[src/rtl/decode_in_capture_pkg.sv]
// Shared types and constants for the LC-3 decode-input capture buffer.
// Optional feature macro: DECODE_IN_CAPTURE_TIMESTAMP_EN adds a timestamp to each entry.
package decode_in_capture_pkg;

  localparam int OVF_W       = 16;
  localparam int DEF_INSTR_W = 16;
  localparam int DEF_NPC_W   = 16;
  localparam int DEF_TS_W    = 16;

  typedef enum logic [1:0] {
    IDLE   = 2'd0,
    RUN    = 2'd1,
    FROZEN = 2'd2
  } capture_state_e;

  // Field order matches the packed entry vector built in the top level (MSB first).
  typedef struct packed {
    logic [DEF_INSTR_W-1:0] instr;
    logic [DEF_NPC_W-1:0]   npc;
    logic                   enable;
`ifdef DECODE_IN_CAPTURE_TIMESTAMP_EN
    logic [DEF_TS_W-1:0]    ts;
`endif
  } capture_entry_t;

endpackage

[src/rtl/decode_in_capture_fifo.sv]
// Parametrised FIFO storage for captured decode samples; registered count/full/empty.
// Storage is cleared by reset so the head data reads as zero after reset.
module decode_in_capture_fifo #(
  parameter int WIDTH = 33,
  parameter int DEPTH = 8,
  localparam int AW   = $clog2(DEPTH),
  localparam int CW   = $clog2(DEPTH) + 1
) (
  input  logic             clock,
  input  logic             reset,
  input  logic             push,
  input  logic             pop,
  input  logic [WIDTH-1:0] wdata,
  output logic [WIDTH-1:0] rdata,
  output logic [CW-1:0]    count,
  output logic             full,
  output logic             empty
);

  logic [WIDTH-1:0] r_mem [DEPTH];
  logic [AW-1:0]    r_wrPtr;
  logic [AW-1:0]    r_rdPtr;
  logic [CW-1:0]    r_count;
  logic             r_full;
  logic             r_empty;
  logic [CW-1:0]    w_countNext;

  assign w_countNext = r_count + CW'(push) - CW'(pop);

  always_ff @(posedge clock) begin
    if (reset) begin
      for (int i = 0; i < DEPTH; i++) r_mem[i] <= '0;
      r_wrPtr <= '0;
      r_rdPtr <= '0;
      r_count <= '0;
      r_full  <= 1'b0;
      r_empty <= 1'b1;
    end else begin
      if (push) begin
        r_mem[r_wrPtr] <= wdata;
        r_wrPtr        <= r_wrPtr + AW'(1);
      end
      if (pop) r_rdPtr <= r_rdPtr + AW'(1);
      r_count <= w_countNext;
      r_full  <= (w_countNext == CW'(DEPTH));
      r_empty <= (w_countNext == '0);
    end
  end

  assign rdata = r_mem[r_rdPtr];
  assign count = r_count;
  assign full  = r_full;
  assign empty = r_empty;

endmodule

[src/rtl/decode_in_capture_buffer.sv]
// Passive tap on the LC-3 decode input bus: qualifies samples, buffers them, drains via valid/ready.
// Define DECODE_IN_CAPTURE_TIMESTAMP_EN to timestamp entries and expose rd_timestamp.
module decode_in_capture_buffer
  import decode_in_capture_pkg::*;
#(
  parameter int INSTR_W      = 16,
  parameter int NPC_W        = 16,
  parameter int DEPTH        = 8,
  parameter int TS_W         = 16,
  parameter bit STOP_ON_FULL = 1'b0,
  localparam int CW          = $clog2(DEPTH) + 1
) (
  input  logic               clock,
  input  logic               reset,
  input  logic [INSTR_W-1:0] instr_dout,
  input  logic               enable_decode,
  input  logic [NPC_W-1:0]   npc_in,
  input  logic               start,
  input  logic               stop,
  input  logic               capture_all,
  output logic               rd_valid,
  input  logic               rd_ready,
  output logic [INSTR_W-1:0] rd_instr,
  output logic [NPC_W-1:0]   rd_npc,
  output logic               rd_enable,
`ifdef DECODE_IN_CAPTURE_TIMESTAMP_EN
  output logic [TS_W-1:0]    rd_timestamp,
`endif
  output logic [CW-1:0]      count,
  output logic               full,
  output logic               empty,
  output logic [OVF_W-1:0]   overflow_count,
  output logic [1:0]         state
);

`ifdef DECODE_IN_CAPTURE_TIMESTAMP_EN
  localparam int TS_BITS = TS_W;
`else
  localparam int TS_BITS = 0;
`endif
  localparam int ENTRY_W = INSTR_W + NPC_W + 1 + TS_BITS;

  capture_state_e     r_state;
  capture_state_e     w_stateNext;
  logic [OVF_W-1:0]   r_overflow;
  logic [ENTRY_W-1:0] w_wdata;
  logic [ENTRY_W-1:0] w_rdata;
  logic [CW-1:0]      w_count;
  logic               w_full;
  logic               w_empty;
  logic               w_pop;
  logic               w_qualified;
  logic               w_push;
  logic               w_drop;
  logic               w_freeze;

  assign w_pop       = ~w_empty & rd_ready;
  assign w_qualified = (r_state == RUN) & (capture_all | enable_decode);
  // A full FIFO still accepts a sample when the head leaves in the same cycle.
  assign w_push      = w_qualified & (~w_full | w_pop);
  assign w_drop      = w_qualified & ~w_push;
  assign w_freeze    = STOP_ON_FULL & w_push & ~w_pop & (w_count == CW'(DEPTH - 1));

`ifdef DECODE_IN_CAPTURE_TIMESTAMP_EN
  logic [TS_W-1:0] r_ts;
  logic [TS_W-1:0] w_tsNext;

  // Entries record the value the counter takes at their capture edge.
  assign w_tsNext = start ? '0 : r_ts + TS_W'(1);

  always_ff @(posedge clock) begin
    if (reset) r_ts <= '0;
    else       r_ts <= w_tsNext;
  end

  assign w_wdata      = {instr_dout, npc_in, enable_decode, w_tsNext};
  assign rd_timestamp = w_rdata[TS_BITS-1:0];
`else
  assign w_wdata = {instr_dout, npc_in, enable_decode};
`endif

  always_ff @(posedge clock) begin
    if (reset) r_state <= IDLE;
    else       r_state <= w_stateNext;
  end

  always_comb begin
    w_stateNext = r_state;
    case (r_state)
      IDLE:    if (!stop && start) w_stateNext = RUN;
      RUN:     if (stop) w_stateNext = IDLE;
               else if (w_freeze) w_stateNext = FROZEN;
      FROZEN:  if (stop) w_stateNext = IDLE;
               else if (start && !w_full) w_stateNext = RUN;
      default: w_stateNext = IDLE;
    endcase
  end

  always_comb begin
    state = r_state;
  end

  always_ff @(posedge clock) begin
    if (reset)                        r_overflow <= '0;
    else if (w_drop && ~&r_overflow)  r_overflow <= r_overflow + OVF_W'(1);
  end

  decode_in_capture_fifo #(
    .WIDTH (ENTRY_W),
    .DEPTH (DEPTH)
  ) u_fifo (
    .clock (clock),
    .reset (reset),
    .push  (w_push),
    .pop   (w_pop),
    .wdata (w_wdata),
    .rdata (w_rdata),
    .count (w_count),
    .full  (w_full),
    .empty (w_empty)
  );

  assign rd_instr       = w_rdata[ENTRY_W-1 -: INSTR_W];
  assign rd_npc         = w_rdata[ENTRY_W-INSTR_W-1 -: NPC_W];
  assign rd_enable      = w_rdata[TS_BITS];
  assign rd_valid       = ~w_empty;
  assign count          = w_count;
  assign full           = w_full;
  assign empty          = w_empty;
  assign overflow_count = r_overflow;

endmodule
[config.mk]
export PLATFORM = sky130hd
export DESIGN_NAME = decode_in_capture_buffer
export DESIGN_NICKNAME = d
export VERILOG_FILES = /design/src/rtl/decode_in_capture_pkg.sv /design/src/rtl/decode_in_capture_fifo.sv /design/src/rtl/decode_in_capture_buffer.sv
export SDC_FILE = /design/constraint.sdc
export NUM_CORES = 1
export LEC_CHECK = 0
export ABC_CLOCK_PERIOD_IN_PS = 8300
export CORE_MARGIN = 4
export CORE_UTILIZATION = 50
export CTS_BUF_LIST = sky130_fd_sc_hd__clkbuf_4
export DETAILED_ROUTE_END_ITERATION = 12
export PLACE_DENSITY = 0.73
export SLEW_MARGIN = 5
export SYNTH_ARGS = -nofsm -noshare
export SYNTH_HDL_FRONTEND = slang
export SYNTH_SLANG_ARGS = --single-unit
[constraint.sdc]
create_clock -name clock -period 8.3 [get_ports clock]
set_input_delay 2.075 -clock clock [delete_from_list [all_inputs] [get_ports clock]]
set_output_delay 2.075 -clock clock [all_outputs]
set_load 0.01 [all_outputs]
==> results by group, run 1 <==
Worst setup path
  – Kind of critical path: reg2out
  – CP arrival: 3560 ps
  – Startpoint Class: register
  – Endpoint class of the critical path: output port
  – Crit Path Max Fanout: 44
  – Worst EP required: 6230 ps

Timing
  – Setup tns final: 0 ps
  – Post-route setup slack: 2670 ps
  – # setup viols final: 0
  – Final min period: 5630 ps
  – Slew @ Worst Pin: 1040 ps
  – RSZ-0062 raised after global routing: no
  – Final hold vios: 0
  – Fin crit share: 0.678
  – Clock Skews: 52.4 ps
  – Rel. slew slack: 0.305
  – Max-slew violation count: 0
  – Highest clock rate: 178 MHz

Placement
  – Placed inst area: 14500 µm²
  – Port bufs: 95
  – Dpl hpwl: 15.8 mm
  – Placer Congestion: 0.843
  – Worst slack, placed: 3150 ps

Yosys
  – Ys flop type: edfxtp_1
  – Top cells by area, synth: edfxtp_1 (60%), and2_1 (13%), mux4_2 (11%), dfxtp_1 (4.8%), mux2_2 (2.9%)
  – Seq cells post-synth: 296
  – Post-Syn Instances: 854
  – Ys async rst share: 0
  – Largest area contributor in the netlist: edfxtp_1
  – Post-synth net total: 901
  – Sequential fraction of the synthesis area: 0.647
  – EDFF count, synth: 264
  – Yosys warning total: 0
  – Top-count cell post-synth: and2_1
  – Syn Area/Cell: 15.5 µm²
  – Post-synth top cells: and2_1 (265), edfxtp_1 (264), mux4_2 (66)
  – Synth Cell Area: 13300 µm²
  – Synth top area share: 0.598
  – Synth cell types: 44

Routing
  – DR vias: 7447
  – Avg WL per Cell: 20.1 µm
  – Routed Antenna Nets: 0
  – Drt pass-1 iters: 4
  – Initial DRC count: 512
  – Post-Route WL: 27.8 mm
  – # DRC: 0
  – Vias per inst: 5.38

Final layout
  – Fin nets: 1039
  – Share of layout cells above drive strength 1: 0.247
  – Fin area: 15500 µm²
  – Synthesis-to-finish area growth: 17.1%

Floorplan
  – Starting density of the core: 0.508
  – Die area: 29200 µm²
  – Core area: 26100 µm²
  – Io pins: 97
  – Die Height: 171 µm
  – # rows: 59
  – Die Width: 171 µm

Pwr
  – Static Leak: 5.59 nW
  – Peak VDD IR: 0.115 mV
  – Power density cells: 232 nW/µm²

Clocking
  – Clk sinks: 296
  – PostCTS Resize Cnt: 0
  – Cts bufs inserted: 78
  – CTS Root Cell: clkbuf_4
  – Clock latency on the worst-skew pair: 710 ps
  – CTS HTree Levels: 3
  – Hold-fix buffers at CTS: 0
  – CTS tree: done
  – Clock Path Buffers: 3
  – Postcts setup bufs: 0
  – Clock transition at the registers of the reported paths: 70 ps

Global route
  – Antenna violations before repair: 1
  – Largest net degree at the start of global routing: 67
  – Vias in the first global route: 8161
  – First-pass GRT wire length: 44.5 mm
  – Total GRT Usage: 0.197
  – Gr ovfl total: 0

Flow run
  – Max cap viols: 0

Worst hold path
  – Worst min path class: reg2reg

Run status
  – Status: completed
[flip-flops by register name, indices dropped and copies added (netlist names), named ones only]
name	flops
state	1
u_fifo.r_mem	264
u_fifo.r_rdPtr	3
u_fifo.empty	1
u_fifo.r_wrPtr	3
u_fifo.full	1
overflow_count	16
u_fifo.count	4
[path summary, 6_finish.rpt]
kind / startpoint / end / slack (ps) / cells after the start
min reg2reg: u_fifo.r_rdPtr[1] / register / 480 / 2
min: u_fifo.r_rdPtr[1] / register / 480 / 2
max reg2reg: u_fifo.empty / u_fifo.r_mem[6][4] / 5490 / 6
max: register / rd_instr[15] / 2670 / 4
[per-stage QoR]
stage / power, mW / utilization / std cells / hold slack [ps]
CTS: 3.65 / 0.595 / 1384 / 483
global placement: 2.38 / 0.557 / 1247 / 470
finish: 3.59 / 0.596 / 1385 / 478
detailed placement: 2.39 / 0.557 / 1247 / 473
floorplan: 2.14 / - / 854 / 454
global route: 3.79 / 0.596 / 1385 / 522
[report_power, final]
group          leakage (nW)  total (mW)  switching (mW)  internal [mW]
Combinational          2.03       0.585           0.245          0.340
Sequential             2.99        1.76          0.0728           1.69
Clock                 0.568        1.25           0.590          0.656
[critical path: stages (launching register included)]
cell and delay [ps]:
dfxtp_4 950, buf_4 550, mux4_2 580, mux2_2 290, clkdlybuf4s50_1 480
[metal layers]
metal / vias up / routed length (µm) / GRT usage / share of wire
met4: 0 / 455 / 0.0635 / 0.016
met2: 228 / 13900 / 0.326 / 0.50
met3: 37 / 1450 / 0.0427 / 0.052
met1: 3720 / 12000 / 0.265 / 0.43
met5: - / 0 / 0 / 0
li1: 3462 / - / - / -
[cells by family (layout without fill, tap and decap cells)]
family | Yosys count | after routing | share of synthesized area
xor+xnor | 17 | 17 | 0.0112
other cells | 1 | 2 | 0.000283
mux | 100 | 100 | 0.141
simple gates | 364 | 364 | 0.169
compound gates | 12 | 12 | 0.00652
flops | 296 | 296 | 0.647
buf+inv | 56 | 251 | 0.0170
fa+ha+maj | 8 | 8 | 0.00812
[cell type report]
type | count | area [µm²]
multi-input cells | 502 | 4470
flip-flops and latches | 296 | 8570
well taps | 335 | 419
clock buffers | 112 | 841
repair buffers | 106 | 1030
inverters | 8 | 30.0
diodes | 1 | 2.50
clock inverters | 25 | 148
fillers | 2024 | 10500
[layout by cell type (no fill, tap or decap), types with 4 or more instances in the layout]
cell type	instances
a21oi_1	4
and2_1	265
buf_4	11
clkbuf_4	112
clkdlybuf4s50_1	95
clkinv_1	14
clkinv_2	4
clkinvlp_4	6
dfxtp_1	29
edfxtp_1	264
ha_1	7
inv_1	7
mux2_2	34
mux4_2	66
nand2_1	14
nand3_1	5
nand4_1	5
nor2_1	28
nor3_1	7
nor3_4	4
nor4_1	6
nor4b_1	4
or2_2	9
xnor2_1	14
Note: power is estimated with default switching activity, not from simulation.
==> inputs of run 2 (changes only) <==
--- a/config.mk
+++ b/config.mk
@@ -5,7 +5,7 @@
 export SDC_FILE = /design/constraint.sdc
 export NUM_CORES = 1
 export LEC_CHECK = 0
-export ABC_CLOCK_PERIOD_IN_PS = 8300
+export ABC_CLOCK_PERIOD_IN_PS = 5300
 export CORE_MARGIN = 4
 export CORE_UTILIZATION = 50
 export CTS_BUF_LIST = sky130_fd_sc_hd__clkbuf_4
==> constraint.sdc (replaced) <==
create_clock -name clock -period 5.3 [get_ports clock]
set_input_delay 1.325 -clock clock [delete_from_list [all_inputs] [get_ports clock]]
set_output_delay 1.325 -clock clock [all_outputs]
set_load 0.01 [all_outputs]
==> run 2 against run 1 <==
  * Cell count up 0.43%
  * Combinational power up 63%
  * Via count up 0.58%
  * Count of clock-buffer cells in the layout unchanged
  * Die area unchanged
==> results by group, run 2 (same netlist as run 1, synthesis figures left out) <==
Clocking
  – Clock Path Buffers: 3 (unchanged)
  – CTS tree: done
  – Clk sinks: 296 (unchanged)
  – Cts bufs inserted: 77 (-1.3%)
  – Hold-fix buffers at CTS: 0 (unchanged)
  – CTS HTree Levels: 3 (unchanged)
  – PostCTS Resize Cnt: 0 (unchanged)
  – Clock transition at the registers of the reported paths: 70 ps (about the same)
  – Postcts setup bufs: 0 (unchanged)
  – Clock latency on the worst-skew pair: 660 ps (-50 ps)
  – CTS Root Cell: clkbuf_4

Pwr
  – Tot Pwr: 5.80 mW (+61%)
  – Peak VDD IR: 0.165 mV (+43%)
  – Power density cells: 370 nW/µm² (+60%)
  – Static Leak: 5.68 nW (+1.8%)

Routing
  – # DRC: 0 (unchanged)
  – Routed Antenna Nets: 0 (unchanged)
  – Avg WL per Cell: 20.4 µm (+1.7%)
  – Drt pass-1 iters: 4 (unchanged)
  – DR vias: 7490 (+0.58%)
  – Post-Route WL: 28.4 mm (+2.1%)
  – Vias per inst: 5.38 (+0.14%)
  – Initial DRC count: 545 (+6.4%)

Global route
  – Vias in the first global route: 8121 (-0.49%)
  – Busiest grt layer: met2
  – GR Layer Usage met1: 0.252 (-0.0132)
  – First-pass GRT wire length: 44.6 mm (+0.12%)
  – Total GRT Usage: 0.200 (+0.00221)
  – Met3 usage: 0.0453 (+0.00254)
  – Gr ovfl total: 0 (unchanged)
  – Met2 global-route usage: 0.347 (+0.0215)
  – Antenna violations before repair: 2 (+1)
  – Largest net degree at the start of global routing: 52 (-22%)

Timing
  – Post-route setup slack: 771 ps (-1900 ps)
  – # setup viols final: 0 (unchanged)
  – Fin crit share: 0.855
  – Final hold vios: 0 (unchanged)
  – Max-slew violation count: 0 (unchanged)
  – Highest clock rate: 221 MHz
  – Rel. slew slack: 0.291 (-0.0137)
  – RSZ-0062 raised after global routing: no
  – Slew @ Worst Pin: 1060 ps (+20.5 ps)
  – Setup tns final: 0 ps (unchanged)
  – Final min period: 4530 ps
  – Clock Skews: 31.0 ps (-21.4 ps)

Final layout
  – Synthesis-to-finish area growth: 18.4%
  – Fin nets: 1049 (+0.96%)
  – Share of layout cells above drive strength 1: 0.251 (+0.00428)
  – Final Util: 0.602 (+0.00653)
  – Top reg by flops: u_fifo.r_mem
  – Commonest non-fill, non-tap cell in the layout: and2_1
  – Most frequent cells in the layout: and2_1 (265), edfxtp_1 (264), clkbuf_4 (112), clkdlybuf4s50_1 (95), mux4_2 (66)
  – Max reg flops: 264 (unchanged)

Floorplan
  – Core area: 26100 µm² (unchanged)
  – Die Height: 171 µm (unchanged)
  – Io pins: 97 (unchanged)
  – Die area: 29200 µm² (unchanged)
  – Starting density of the core: 0.508 (unchanged)
  – # rows: 59 (unchanged)
  – Die Width: 171 µm (unchanged)

Worst setup path
  – FF-to-FF path depth: 11 (+5)
  – Startpoint Class: register
  – Worst EP required: 3970 ps (-2260 ps)
  – Crit path capture: rd_npc[5]
  – R2R Path End: u_fifo.empty
  – Reg-to-Reg Start: u_fifo.empty
  – Setup slack, reg-to-reg: 2730 ps (-2760 ps)
  – Crit Path Max Fanout: 31 (-30%)
  – Kind of critical path: reg2out
  – Endpoint class of the critical path: output port
  – CP arrival: 3200 ps (-360 ps)

Worst hold path
  – Worst min path class: reg2reg

Flow run
  – Max cap viols: 0 (unchanged)

Run status
  – Status: completed

Placement
  – Port bufs: 95 (unchanged)
  – Placer Congestion: 0.802 (-4.9%)
  – Dpl hpwl: 16.3 mm (+2.8%)
  – Worst slack, placed: 1180 ps (-1970 ps)
[run 2: changes by cell type in the layout (fill, tap and decap cells not counted), sizes merged]
cell / before / now
buf: 11 / 22
clkinv: 18 / 14
bufinv: 1 / 5
clkinvlp: 6 / 1
[run 2: worst min-delay path by stage]
stage,end,slack (ps),depth (start not counted),start
2_1_floorplan,register,450,2,u_fifo.r_rdPtr[1]
3_3_place_gp,register,480,2,u_fifo.r_rdPtr[1]
3_5_place_dp,register,480,2,u_fifo.r_rdPtr[1]
4_1_cts,register,490,2,u_fifo.r_rdPtr[1]
5_1_grt,register,510,2,u_fifo.r_rdPtr[1]
6_report,register,480,2,u_fifo.r_rdPtr[1]
[run 2: area by class of cell]
class	count	area, µm²
Multi-Input combinational cell	502	4470
Timing Repair Buffer	117	1140
Inverter	8	30.0
Antenna cell	1	2.50
Clock inverter	20	210
Sequential cell	296	8570
Clock buffer	112	841
Tap cell	335	419
Fill cell	2011	10400
[run 2: power by group]
part | total [mW] | switching (mW) | internal, mW
clock | 2.10 | 0.895 | 1.21
sequential | 2.75 | 0.101 | 2.65
combinational | 0.951 | 0.404 | 0.547
total | 5.80 | 1.40 | 4.40
[run 2: layer usage]
layer / up-vias / wire length [µm]
met5: - / 15
met4: 2 / 252
met3: 23 / 1630
met2: 231 / 14700
met1: 3763 / 11800
li1: 3471 / -
[run 2: worst max-delay path, stage by stage (launching register included)]
cell,delay [ps]
dfxtp_4,780
buf_4,420
mux4_2,570
mux2_2,280
clkdlybuf4s50_1,470
[run 2: stage by stage]
| step | cells | hold slack [ps] | instance area [µm²] |
|---|---|---|---|
| after floorplan | 854 | 454 | 13300 |
| after global placement | 1258 | 479 | 14600 |
| after detailed placement | 1258 | 480 | 14600 |
| after CTS | 1390 | 488 | 15700 |
| after global routing | 1391 | 514 | 15700 |
| final | 1391 | 484 | 15700 |
==> inputs of run 3 (changes only) <==
--- a/config.mk
+++ b/config.mk
@@ -6,11 +6,14 @@
 export NUM_CORES = 1
 export LEC_CHECK = 0
 export ABC_CLOCK_PERIOD_IN_PS = 5300
+export CELL_PAD_IN_SITES_DETAIL_PLACEMENT = 1
+export CELL_PAD_IN_SITES_GLOBAL_PLACEMENT = 1
 export CORE_MARGIN = 4
 export CORE_UTILIZATION = 50
 export CTS_BUF_LIST = sky130_fd_sc_hd__clkbuf_4
 export DETAILED_ROUTE_END_ITERATION = 12
-export PLACE_DENSITY = 0.73
+export GPL_ROUTABILITY_DRIVEN = 0
+export PLACE_DENSITY = 0.83
 export SLEW_MARGIN = 5
 export SYNTH_ARGS = -nofsm -noshare
 export SYNTH_HDL_FRONTEND = slang
==> run 3 against run 2 <==
  * Register-to-register slack lost 50 ps
  * First-iteration DRC count grew 19%
  * Core utilization is essentially flat
  * Die area is the same
  * Critical path depth is the same
  * Combinational power grew 3.9%
  * Via count grew 5.3%
  * Critical path type unchanged
  * Critical endpoint is now rd_instr[0]
  * Largest cell class unchanged
==> results by group, run 3 (same netlist as run 1, synthesis figures left out) <==
Timing
  – Max-slew violation count: 0 (unchanged)
  – Setup tns final: 0 ps (unchanged)
  – Slew @ Worst Pin: 1100 ps (+38.5 ps)
  – Final min period: 4430 ps (-94.0 ps)
  – Final hold vios: 0 (unchanged)
  – Post-route setup slack: 865 ps (+94.0 ps)
  – # setup viols final: 0 (unchanged)
  – Fin crit share: 0.837 (-0.0177)
  – RSZ-0062 raised after global routing: no
  – Fin Hold WS: 501 ps (+17.6 ps)
  – Highest clock rate: 225 MHz (+2.1%)
  – Clock Skews: 34.5 ps (+3.48 ps)
  – Rel. slew slack: 0.265 (-0.0257)

Final layout
  – Fillers: 2475 (+23%)
  – Commonest non-fill, non-tap cell in the layout: and2_1
  – Share of layout cells above drive strength 1: 0.259 (+0.00804)
  – Register area: 8570 µm² (unchanged)
  – Top reg by flops: u_fifo.r_mem
  – Multi-input logic area: 4470 µm² (unchanged)
  – Fin nets: 1053 (+0.38%)
  – Fin area: 15700 µm² (about the same)
  – Most frequent cells in the layout: and2_1 (265), edfxtp_1 (264), clkbuf_4 (119), clkdlybuf4s50_1 (95), mux4_2 (66)
  – Synthesis-to-finish area growth: 18.3% (about the same)
  – Max reg flops: 264 (unchanged)

Global route
  – Vias in the first global route: 8928 (+9.9%)
  – Total GRT Usage: 0.232 (+0.0319)
  – Largest net degree at the start of global routing: 34 (-35%)
  – First-pass GRT wire length: 50.8 mm (+14%)
  – Antenna violations before repair: 1 (-1)
  – Gr ovfl total: 0 (unchanged)

Routing
  – Routed Antenna Nets: 0 (unchanged)
  – Vias per inst: 5.66 (+5.2%)
  – Avg WL per Cell: 24.0 µm (+18%)
  – Initial DRC count: 649 (+19%)
  – Drt pass-1 iters: 5 (+1)
  – # DRC: 0 (unchanged)
  – Post-Route WL: 33.4 mm (+18%)
  – DR vias: 7890 (+5.3%)

Pwr
  – Static Leak: 5.70 nW (+0.28%)
  – Power density cells: 368 nW/µm² (-0.53%)
  – Peak VDD IR: 0.181 mV (+9.5%)

Floorplan
  – Starting density of the core: 0.508 (unchanged)
  – # rows: 59 (unchanged)
  – Io pins: 97 (unchanged)
  – Core area: 26100 µm² (unchanged)
  – Die area: 29200 µm² (unchanged)
  – Die Height: 171 µm (unchanged)
  – Die Width: 171 µm (unchanged)

Clocking
  – Clock transition at the registers of the reported paths: 70 ps (about the same)
  – Clock latency on the worst-skew pair: 700 ps (+40 ps)
  – Clk sinks: 296 (unchanged)
  – PostCTS Resize Cnt: 0 (unchanged)
  – Clock Path Buffers: 3 (unchanged)
  – CTS Root Cell: clkbuf_4
  – CTS HTree Levels: 3 (unchanged)
  – Postcts setup bufs: 0 (unchanged)
  – CTS tree: done
  – Cts bufs inserted: 77 (unchanged)
  – Hold-fix buffers at CTS: 0 (unchanged)

Worst setup path
  – Endpoint class of the critical path: output port
  – Setup slack, reg-to-reg: 2680 ps (-50 ps)
  – Crit path cell chain: buf_4 -> mux4_2 -> mux2_2 -> clkdlybuf4s50_1
  – CP max-delay cell: dfxtp_4
  – Startpoint Class: register
  – Kind of critical path: reg2out
  – WP buf/inv: 2 (unchanged)
  – Cell family with most CP delay: buffers and inverters
  – Worst EP required: 3970 ps (about the same)
  – Worst stage delay on the critical path: 690 ps (-90 ps)
  – CP arrival: 3110 ps (-90 ps)
  – Crit Path Max Fanout: 23 (-26%)

Placement
  – Placed inst area: 14700 µm² (+0.38%)
  – Port bufs: 95 (unchanged)
  – Dpl hpwl: 19.9 mm (+23%)
  – Worst slack, placed: 1060 ps (-123 ps)

Worst hold path
  – Worst min path class: reg2reg

Flow run
  – Max cap viols: 0 (unchanged)

Run status
  – Status: completed
## run 3: cell types whose count changed in the layout (fill, tap and decap cells not counted)
cell and change:
clkbuf_4 +7, clkinv_1 -7, bufinv_16 -3, buf_12 +2, buf_4 +2, inv_2 +2
clkinvlp_4 -1
## run 3: stage by stage
| stage | power (mW) | utilization | std cells |
|---|---|---|---|
| after floorplan | 3.36 | - | 854 |
| after global placement | 3.77 | 0.564 | 1262 |
| after detailed placement | 3.79 | 0.564 | 1262 |
| after CTS | 5.83 | 0.602 | 1392 |
| after global routing | 6.03 | 0.602 | 1393 |
| final | 5.77 | 0.602 | 1393 |
## run 3: area by class of cell
| cell class | instances | share of cell area |
|---|---|---|
| multi-input cells | 502 | 0.285 |
| clock buffers | 119 | 0.0570 |
| flip-flops and latches | 296 | 0.547 |
| well taps | 335 | 0.0267 |
| diodes | 1 | 0.000160 |
| inverters | 8 | 0.00192 |
| clock inverters | 11 | 0.00598 |
| repair buffers | 121 | 0.0763 |
## run 3: worst paths after layout
path	end	cells after the start	from
setup / recovery	rd_instr[0]	4	register
hold / removal	register	2	u_fifo.r_rdPtr[1]
setup reg to reg	u_fifo.full	10	u_fifo.empty
hold reg to reg	register	2	u_fifo.r_rdPtr[1]
## run 3: report_power, final
group,switching [mW],internal (mW),total (mW)
sequential,0.0990,2.64,2.74
combinational,0.436,0.553,0.988
clock,0.925,1.11,2.03
## run 3: worst min-delay path, delay by kind of cell, from the launching register on
family,cells,cell delay (ps)
flip-flops,1,320
AND/OR/NAND/NOR,1,60
AO/OA/AOI/OAI,1,70
## run 3: layer usage
metal / track usage / wire [µm]
met5: 0 / 0
met4: 0.0691 / 604
met3: 0.0471 / 1800
met2: 0.410 / 17600
met1: 0.289 / 13400
